==> src/rtl/tone_wave_gen.sv <==
// Tone generator: phase-accumulator oscillator (triangle/saw/square/silence)
// shaped by an attack/sustain/release envelope, with a two-stage output pipeline.
module tone_wave_gen #(
  parameter int WIDTH    = 16,
  parameter int PHASE_W  = 24,
  parameter int ATK_STEP = 16,
  parameter int REL_STEP = 8
) (
  input  logic                    clk,
  input  logic                    reset,
  input  logic                    sample_tick,
  input  logic                    key_on,
  input  logic [1:0]              mode,
  input  logic [PHASE_W-1:0]      tuning,
  output logic signed [WIDTH-1:0] wave_out,
  output logic                    sample_valid,
  output logic                    active
);

  localparam logic [1:0] IDLE    = 2'd0;
  localparam logic [1:0] ATTACK  = 2'd1;
  localparam logic [1:0] SUSTAIN = 2'd2;
  localparam logic [1:0] RELEASE = 2'd3;

  localparam logic [7:0] ENV_MAX = 8'd255;
  localparam logic [7:0] ENV_MIN = 8'd0;
  localparam logic [8:0] ATK_INC = 9'(ATK_STEP);
  localparam logic [8:0] REL_DEC = 9'(REL_STEP);

  localparam logic [WIDTH-1:0] HALF   = {1'b1, {(WIDTH-1){1'b0}}};
  localparam logic [WIDTH-1:0] SQ_POS = {1'b0, {(WIDTH-1){1'b1}}};
  localparam logic [WIDTH-1:0] SQ_NEG = {1'b1, {(WIDTH-2){1'b0}}, 1'b1};

  // Raw waveform from the top WIDTH phase bits; all arithmetic is mod 2^WIDTH.
  function automatic logic [WIDTH-1:0] wave_raw(input logic [1:0] m,
                                                 input logic [WIDTH-1:0] u);
    logic [WIDTH-1:0] dbl;
    dbl = {u[WIDTH-2:0], 1'b0};
    case (m)
      2'd0:    wave_raw = u[WIDTH-1] ? (SQ_POS - dbl) : (dbl ^ HALF);
      2'd1:    wave_raw = u ^ HALF;
      2'd2:    wave_raw = u[WIDTH-1] ? SQ_NEG : SQ_POS;
      2'd3:    wave_raw = {WIDTH{1'b0}};
      default: wave_raw = {WIDTH{1'b0}};
    endcase
  endfunction

  logic [1:0]              state_r, state_nxt_s;
  logic [7:0]              env_r, env_nxt_s, env_up_s, env_dn_s;
  logic [8:0]              atk_sum_s, rel_diff_s;
  logic                    phase_clr_s;
  logic [PHASE_W-1:0]      phase_r;
  logic signed [WIDTH-1:0] raw_r;
  logic [7:0]              env_p_r;
  logic                    valid_p_r;
  logic signed [WIDTH+8:0] prod_s;

  // Saturating envelope step candidates
  always_comb begin
    atk_sum_s  = {1'b0, env_r} + ATK_INC;
    rel_diff_s = {1'b0, env_r} - REL_DEC;
    if (atk_sum_s > {1'b0, ENV_MAX}) begin
      env_up_s = ENV_MAX;
    end else begin
      env_up_s = atk_sum_s[7:0];
    end
    if ({1'b0, env_r} > REL_DEC) begin
      env_dn_s = rel_diff_s[7:0];
    end else begin
      env_dn_s = ENV_MIN;
    end
  end

  // Envelope FSM: transitions every cycle, level steps only on ticks
  always_comb begin
    state_nxt_s = state_r;
    env_nxt_s   = env_r;
    phase_clr_s = 1'b0;
    case (state_r)
      IDLE: begin
        if (key_on) begin
          state_nxt_s = ATTACK;
          phase_clr_s = 1'b1;
        end else begin
          state_nxt_s = IDLE;
        end
      end
      ATTACK: begin
        if (!key_on) begin
          state_nxt_s = RELEASE;
        end else if (env_r == ENV_MAX) begin
          state_nxt_s = SUSTAIN;
        end else if (sample_tick) begin
          env_nxt_s   = env_up_s;
          state_nxt_s = (env_up_s == ENV_MAX) ? SUSTAIN : ATTACK;
        end else begin
          state_nxt_s = ATTACK;
        end
      end
      SUSTAIN: begin
        env_nxt_s = ENV_MAX;
        if (!key_on) begin
          state_nxt_s = RELEASE;
        end else begin
          state_nxt_s = SUSTAIN;
        end
      end
      RELEASE: begin
        if (key_on) begin
          state_nxt_s = ATTACK;
        end else if (env_r == ENV_MIN) begin
          state_nxt_s = IDLE;
        end else if (sample_tick) begin
          env_nxt_s   = env_dn_s;
          state_nxt_s = (env_dn_s == ENV_MIN) ? IDLE : RELEASE;
        end else begin
          state_nxt_s = RELEASE;
        end
      end
      default: begin
        state_nxt_s = IDLE;
        env_nxt_s   = ENV_MIN;
      end
    endcase
  end

  // Envelope state, level and activity flag
  always_ff @(posedge clk or posedge reset) begin
    if (reset) begin
      state_r <= IDLE;
      env_r   <= ENV_MIN;
      active  <= 1'b0;
    end else begin
      state_r <= state_nxt_s;
      env_r   <= env_nxt_s;
      active  <= (state_nxt_s != IDLE);
    end
  end

  // Phase accumulator, restarted when a note starts from silence
  always_ff @(posedge clk or posedge reset) begin
    if (reset) begin
      phase_r <= {PHASE_W{1'b0}};
    end else if (phase_clr_s) begin
      phase_r <= {PHASE_W{1'b0}};
    end else if (sample_tick && (state_r != IDLE)) begin
      phase_r <= phase_r + tuning;
    end else begin
      phase_r <= phase_r;
    end
  end

  // Stage 1: capture raw sample and the envelope level it will be scaled by
  always_ff @(posedge clk or posedge reset) begin
    if (reset) begin
      raw_r     <= {WIDTH{1'b0}};
      env_p_r   <= ENV_MIN;
      valid_p_r <= 1'b0;
    end else begin
      valid_p_r <= sample_tick;
      if (sample_tick) begin
        raw_r   <= wave_raw(mode, phase_r[PHASE_W-1 -: WIDTH]);
        env_p_r <= env_r;
      end else begin
        raw_r   <= raw_r;
        env_p_r <= env_p_r;
      end
    end
  end

  // env is at most 255, so the floor-shifted product always fits WIDTH bits
  assign prod_s = raw_r * $signed({1'b0, env_p_r});

  // Stage 2: scale by envelope and publish
  always_ff @(posedge clk or posedge reset) begin
    if (reset) begin
      wave_out     <= {WIDTH{1'b0}};
      sample_valid <= 1'b0;
    end else begin
      sample_valid <= valid_p_r;
      if (valid_p_r) begin
        wave_out <= WIDTH'(prod_s >>> 8);
      end else begin
        wave_out <= wave_out;
      end
    end
  end

endmodule

==> config.mk <==
export PLATFORM = sky130hd
export DESIGN_NAME = tone_wave_gen
export DESIGN_NICKNAME = d
export VERILOG_FILES = /design/src/rtl/tone_wave_gen.sv
export SDC_FILE = /design/constraint.sdc
export NUM_CORES = 1
export LEC_CHECK = 0
export BUFFER_PORTS_ARGS = -buffer_cell sky130_fd_sc_hd__buf_2
export CORE_MARGIN = 10
export CORE_UTILIZATION = 50
export CTS_CLUSTER_SIZE = 14
export DETAILED_ROUTE_END_ITERATION = 6
export PLACE_DENSITY = 0.67
export SYNTH_ARGS = -nofsm -noshare
export SYNTH_HDL_FRONTEND = slang
export SYNTH_SLANG_ARGS = --single-unit
==> constraint.sdc <==
create_clock -name clk -period 7.3 [get_ports clk]
set_input_delay 1.46 -clock clk [delete_from_list [all_inputs] [get_ports clk]]
set_output_delay 1.46 -clock clk [all_outputs]
set_load 0.01 [all_outputs]
* After elaboration in Yosys (flattened, before gate mapping)
Index checks and enable logic that the tools add are counted.
** Word-level totals
- Bits in registers :: 77
- Input bits :: 30
- Output and inout bits :: 18
- Word-level logic and storage cells :: 69
** Operators by class
- Add/sub/neg operators :: 4
- $mul :: 1
- $lt $le $gt $ge :: 2
- Equality and inequality tests :: 14
- Mux-type cells :: 27
- Bitwise gates (word level) :: 2
- Reductions and logical operators :: 10
** Operators with widths (count)
- $mux 8 :: 8
- $pmux 16 s4 :: 1
- $mux 24 :: 2
- $mux 16 :: 2
- $add 24x24->24 :: 1
- $mul 16x9->24 :: 1
- $pmux 8 s3 :: 1
- $eq 8x8->1 const B :: 2
- $logic_not 8->1 :: 2
- $mux 2 :: 8
- $sub 15x16->16 const A :: 1
- $ne 2x2->1 const B :: 6
- $add 8x5->9 const B :: 1
- $gt 9x8->1 const B :: 1
- $eq 2x2->1 const B :: 4
- $gt 8x4->1 const B :: 1
- $pmux 2 s4 :: 1
- $sub 8x4->8 const B :: 1
- $reduce_and 7->1 :: 1
- $reduce_bool 2->1 :: 3
- $eq 2x1->1 const B :: 2
- $logic_not 2->1 :: 2
- $mux 1 :: 4
- $reduce_bool 3->1 :: 1
- other kinds (2) :: 3

* Longest topological paths before layout
- Depth in word-level cells :: 10
- Depth in mapped cells :: 19
- Depth with buffers taken out :: 18

* Worst setup path before layout
No wires, ideal clock.
- Path kind :: register to register
- Start point :: register env_p_r[2]
- End point :: register wave_out[15]
- Library setup time :: 0.125 ns
- Data arrival time :: 4.653 ns
- Required time :: 7.175 ns
- Slack :: 2.522 ns
- Stages on the path, launching flop included :: 20
- Path buffers :: 2
- Period minus slack after synthesis :: 4.778 ns
- Path through :: dfrtp_1 clkbuf_1 clkbuf_1 nand2_1 fa_1 inv_1 fa_1 inv_1 fa_1 inv_1 fa_1 ha_1 nand2_1 o21ai_0 o21ai_2 a21o_2 a21oi_2 a211oi_1 xnor2_1 mux2_2
** Between the ends
- Cells in the longest elaborated chain, start to end :: 1
** Ends and longest elaborated chain
- start, declared :: line 54 : logic [7:0] env_p_r;
- start signal, assigned :: line 163 : env_p_r <= env_r;
- start signal, assigned :: line 166 : env_p_r <= env_p_r;
- $mul 16x9->24 :: line 172 : assign prod_s = raw_r * $signed({1'b0, env_p_r});
- end signal, assigned :: line 177 : wave_out <= {WIDTH{1'b0}};
- end signal, assigned :: line 182 : wave_out <= WIDTH'(prod_s >>> 8);
- end signal, assigned :: line 184 : wave_out <= wave_out;
- end, declared :: line 15 : output logic signed [WIDTH-1:0] wave_out,
No other way between the ends.
A chain may end at the register's enable or synchronous reset.

* Worst setup path in the final report
- Start point :: register env_p_r[0]
- End point :: register wave_out[15]
The elaborated chain is that of the path after synthesis.

==> run metrics <==
# diodes 0; CTS Sinks between 70 and 80; Worst Path Required 7.55 ns; post-synthesis sequential area ratio 21.3%; Max Slew Vio Count 0; Reg area approximately 1900 um^2; grt ovf 0; CTS Hold Bufs 0; slew margin rel. between 10% and 20%; reported max-cap violation count 0; CTS tree built; ranking of synthesized cells by area fa_1, dfrtp_1, ha_1, inv_1, nand2_1; initial cell density of the core between 50% and 60%; Post-synth EDFFs 0; final-report setup violation count 0; H-tree depth 3; postcts setup bufs 0; Max Fanout on Critical Path 16; Cell Area, Synth roughly 9000 um^2; post-synthesis cell count 1029; share of cells above drive strength 1 around a tenth; GPL Wtd Cong roughly 0.89; crit path DAT 5.41 ns; Clock Tree Root clkbuf_16; Core Rows 49; first-pass GRT wire length 32500 um; largest net degree at the start of global routing 78; share of the synthesized area in the top cell type 22.1%; Design Area, Final 9750 um^2; setup TNS 0 ns; RSZ-0062 raised after global routing false; vias 6715; Worst Skew 0.0129 ns; Die W 154 um; FILL cells roughly 1700; I/O Pins 48; Layout area overhead 7.79%; clk slew on worst S/H paths roughly 0.07 ns; Fin Hold WS between 0.4 and 0.5 ns; Main synth FF type dfrtp_1; commonest non-fill, non-tap cell in the layout inv_1; detailed-placement wirelength estimate 14400 um; vias per std cell between 5 and 6; core area 17900 um^2; # DRC 0; WS Path Type reg2reg; Placed Cells incl. Taps 1264; crit end category flop; post-place instance area 9420 um^2; Syn Area/Cell 8.79 um^2; Final Cycle Share 70.7%; Yosys reg bits 77; drt first pass iters 4; DR WL/cell 14.6 um; Tot GR Track Use 16.2%; Post-CTS Resized 0; status finished, final reports clean; worst hold-check path type reg2reg; initial antenna violation count 0; endpoints failing hold 0; die height 154 um; Worst Tran Pin Value 1.20 ns; port bufs 47; Peak Freq 0.194 GHz; final cell count without fillers approximately 1300; ANT nets after route 0; YS warnings 0; Yosys cell types 70; die area about 24000 um^2; TritonCTS Buffers 9; vias in the first global route 6688; largest area contributor in the netlist fa_1; Final min period between 5 and 6 ns; commonest non-fill, non-tap cells in the layout inv_1, nand2_1, fa_1, dfrtp_1, ha_1; Multi-input gate area between 6000 and 7000 um^2; Clock Tree Buf Depth 2; DR iter-0 viols 317; clk_lat worst skew ~0.36 ns; CP Launch Type flop; total wire length 18700 um; nets ~1200; fraction of registers with async set/reset between 90% and 100%; syn nets 1231
==> sequential cells by signal (all words and copies together) (netlist names) <==
name,cells
active,1
env_p_r,8
env_r,8
phase_r,24
raw_r,16
sample_valid,1
state_r,2
valid_p_r,1
wave_out,16
==> cell usage after synthesis, drive strengths merged (6+ instances only) <==
| library cell | instances |
|---|---|
| a211oi | 8 |
| a21o | 9 |
| a21oi | 45 |
| a22oi | 17 |
| and2 | 66 |
| and3 | 10 |
| clkbuf | 39 |
| dfrtp | 77 |
| fa | 100 |
| ha | 72 |
| inv | 174 |
| mux2 | 18 |
| nand2 | 110 |
| nand2b | 7 |
| nand3 | 11 |
| nand4 | 6 |
| nor2 | 61 |
| nor3 | 10 |
| o21a | 12 |
| o21ai | 46 |
| o31ai | 13 |
| xnor2 | 31 |
| xor2 | 12 |
==> stage by stage <==
stage          util [%]  setup slack [ns]
2_1_floorplan         -              2.52
4_1_cts            54.4              2.13
6_report           54.4              2.14
5_1_grt            54.4              1.83
3_5_place_dp       52.6              2.14
3_3_place_gp       52.6              2.23
==> cells by family after synthesis <==
family                   Yosys count  synth area share, %
AO/OA/AOI/OAI                    190                 13.8
XOR/XNOR                          43                 4.16
adder cells (fa/ha/maj)          172                 32.1
buffers and inverters            218                 9.06
flip-flops                        77                 21.3
multiplexers                      22                 2.68
AND/OR/NAND/NOR                  307                 16.9
==> critical path: stages (launching register included) <==
cell,delay (ns)
dfrtp_1,0.67
nand2_1,0.23
fa_1,0.66
inv_1,0.12
fa_1,0.47
fa_1,0.49
inv_1,0.05
fa_1,0.53
inv_1,0.04
ha_1,0.32
a2111oi_0,0.63
a21oi_2,0.19
a211oi_1,0.28
xnor2_1,0.10
mux2_2,0.26
==> worst paths after layout <==
path	start	end	slack, ns	cells after the start
worst max-delay path	env_p_r[0]$_DFFE_PP0P_	wave_out[15]$_DFFE_PP0P_	2.14	14
worst min-delay path	wave_out[5]$_DFFE_PP0P_	wave_out[5]$_DFFE_PP0P_	0.47	2
worst max register to register	env_p_r[0]$_DFFE_PP0P_	wave_out[15]$_DFFE_PP0P_	2.14	14
worst min register to register	wave_out[5]$_DFFE_PP0P_	wave_out[5]$_DFFE_PP0P_	0.47	2
max in group asynchronous	reset	wave_out[4]$_DFFE_PP0P_	5.24	3
min in group asynchronous	reset	phase_r[2]$_DFFE_PP0P_	1.40	3
==> cell type report <==
type / instances / area share (%)
multi-input cells: 734 / 64.6
inverters: 174 / 6.71
clock inverters: 5 / 0.847
clock buffers: 11 / 2.49
flip-flops and latches: 77 / 19.8
well taps: 229 / 2.94
repair buffers: 50 / 2.64
==> per-layer routing <==
layer  vias to the layer above  track usage [%]  wire length (um)
li1                       3376                -                 -
met4                         0             3.91               194
met2                       102             25.2              8420
met1                      3224             22.6              9330
met5                         -                0                 0
met3                        13             3.47               799
Power is not shown: default switching activity piles up to over one toggle a cycle in this logic, so the estimate is an artifact.
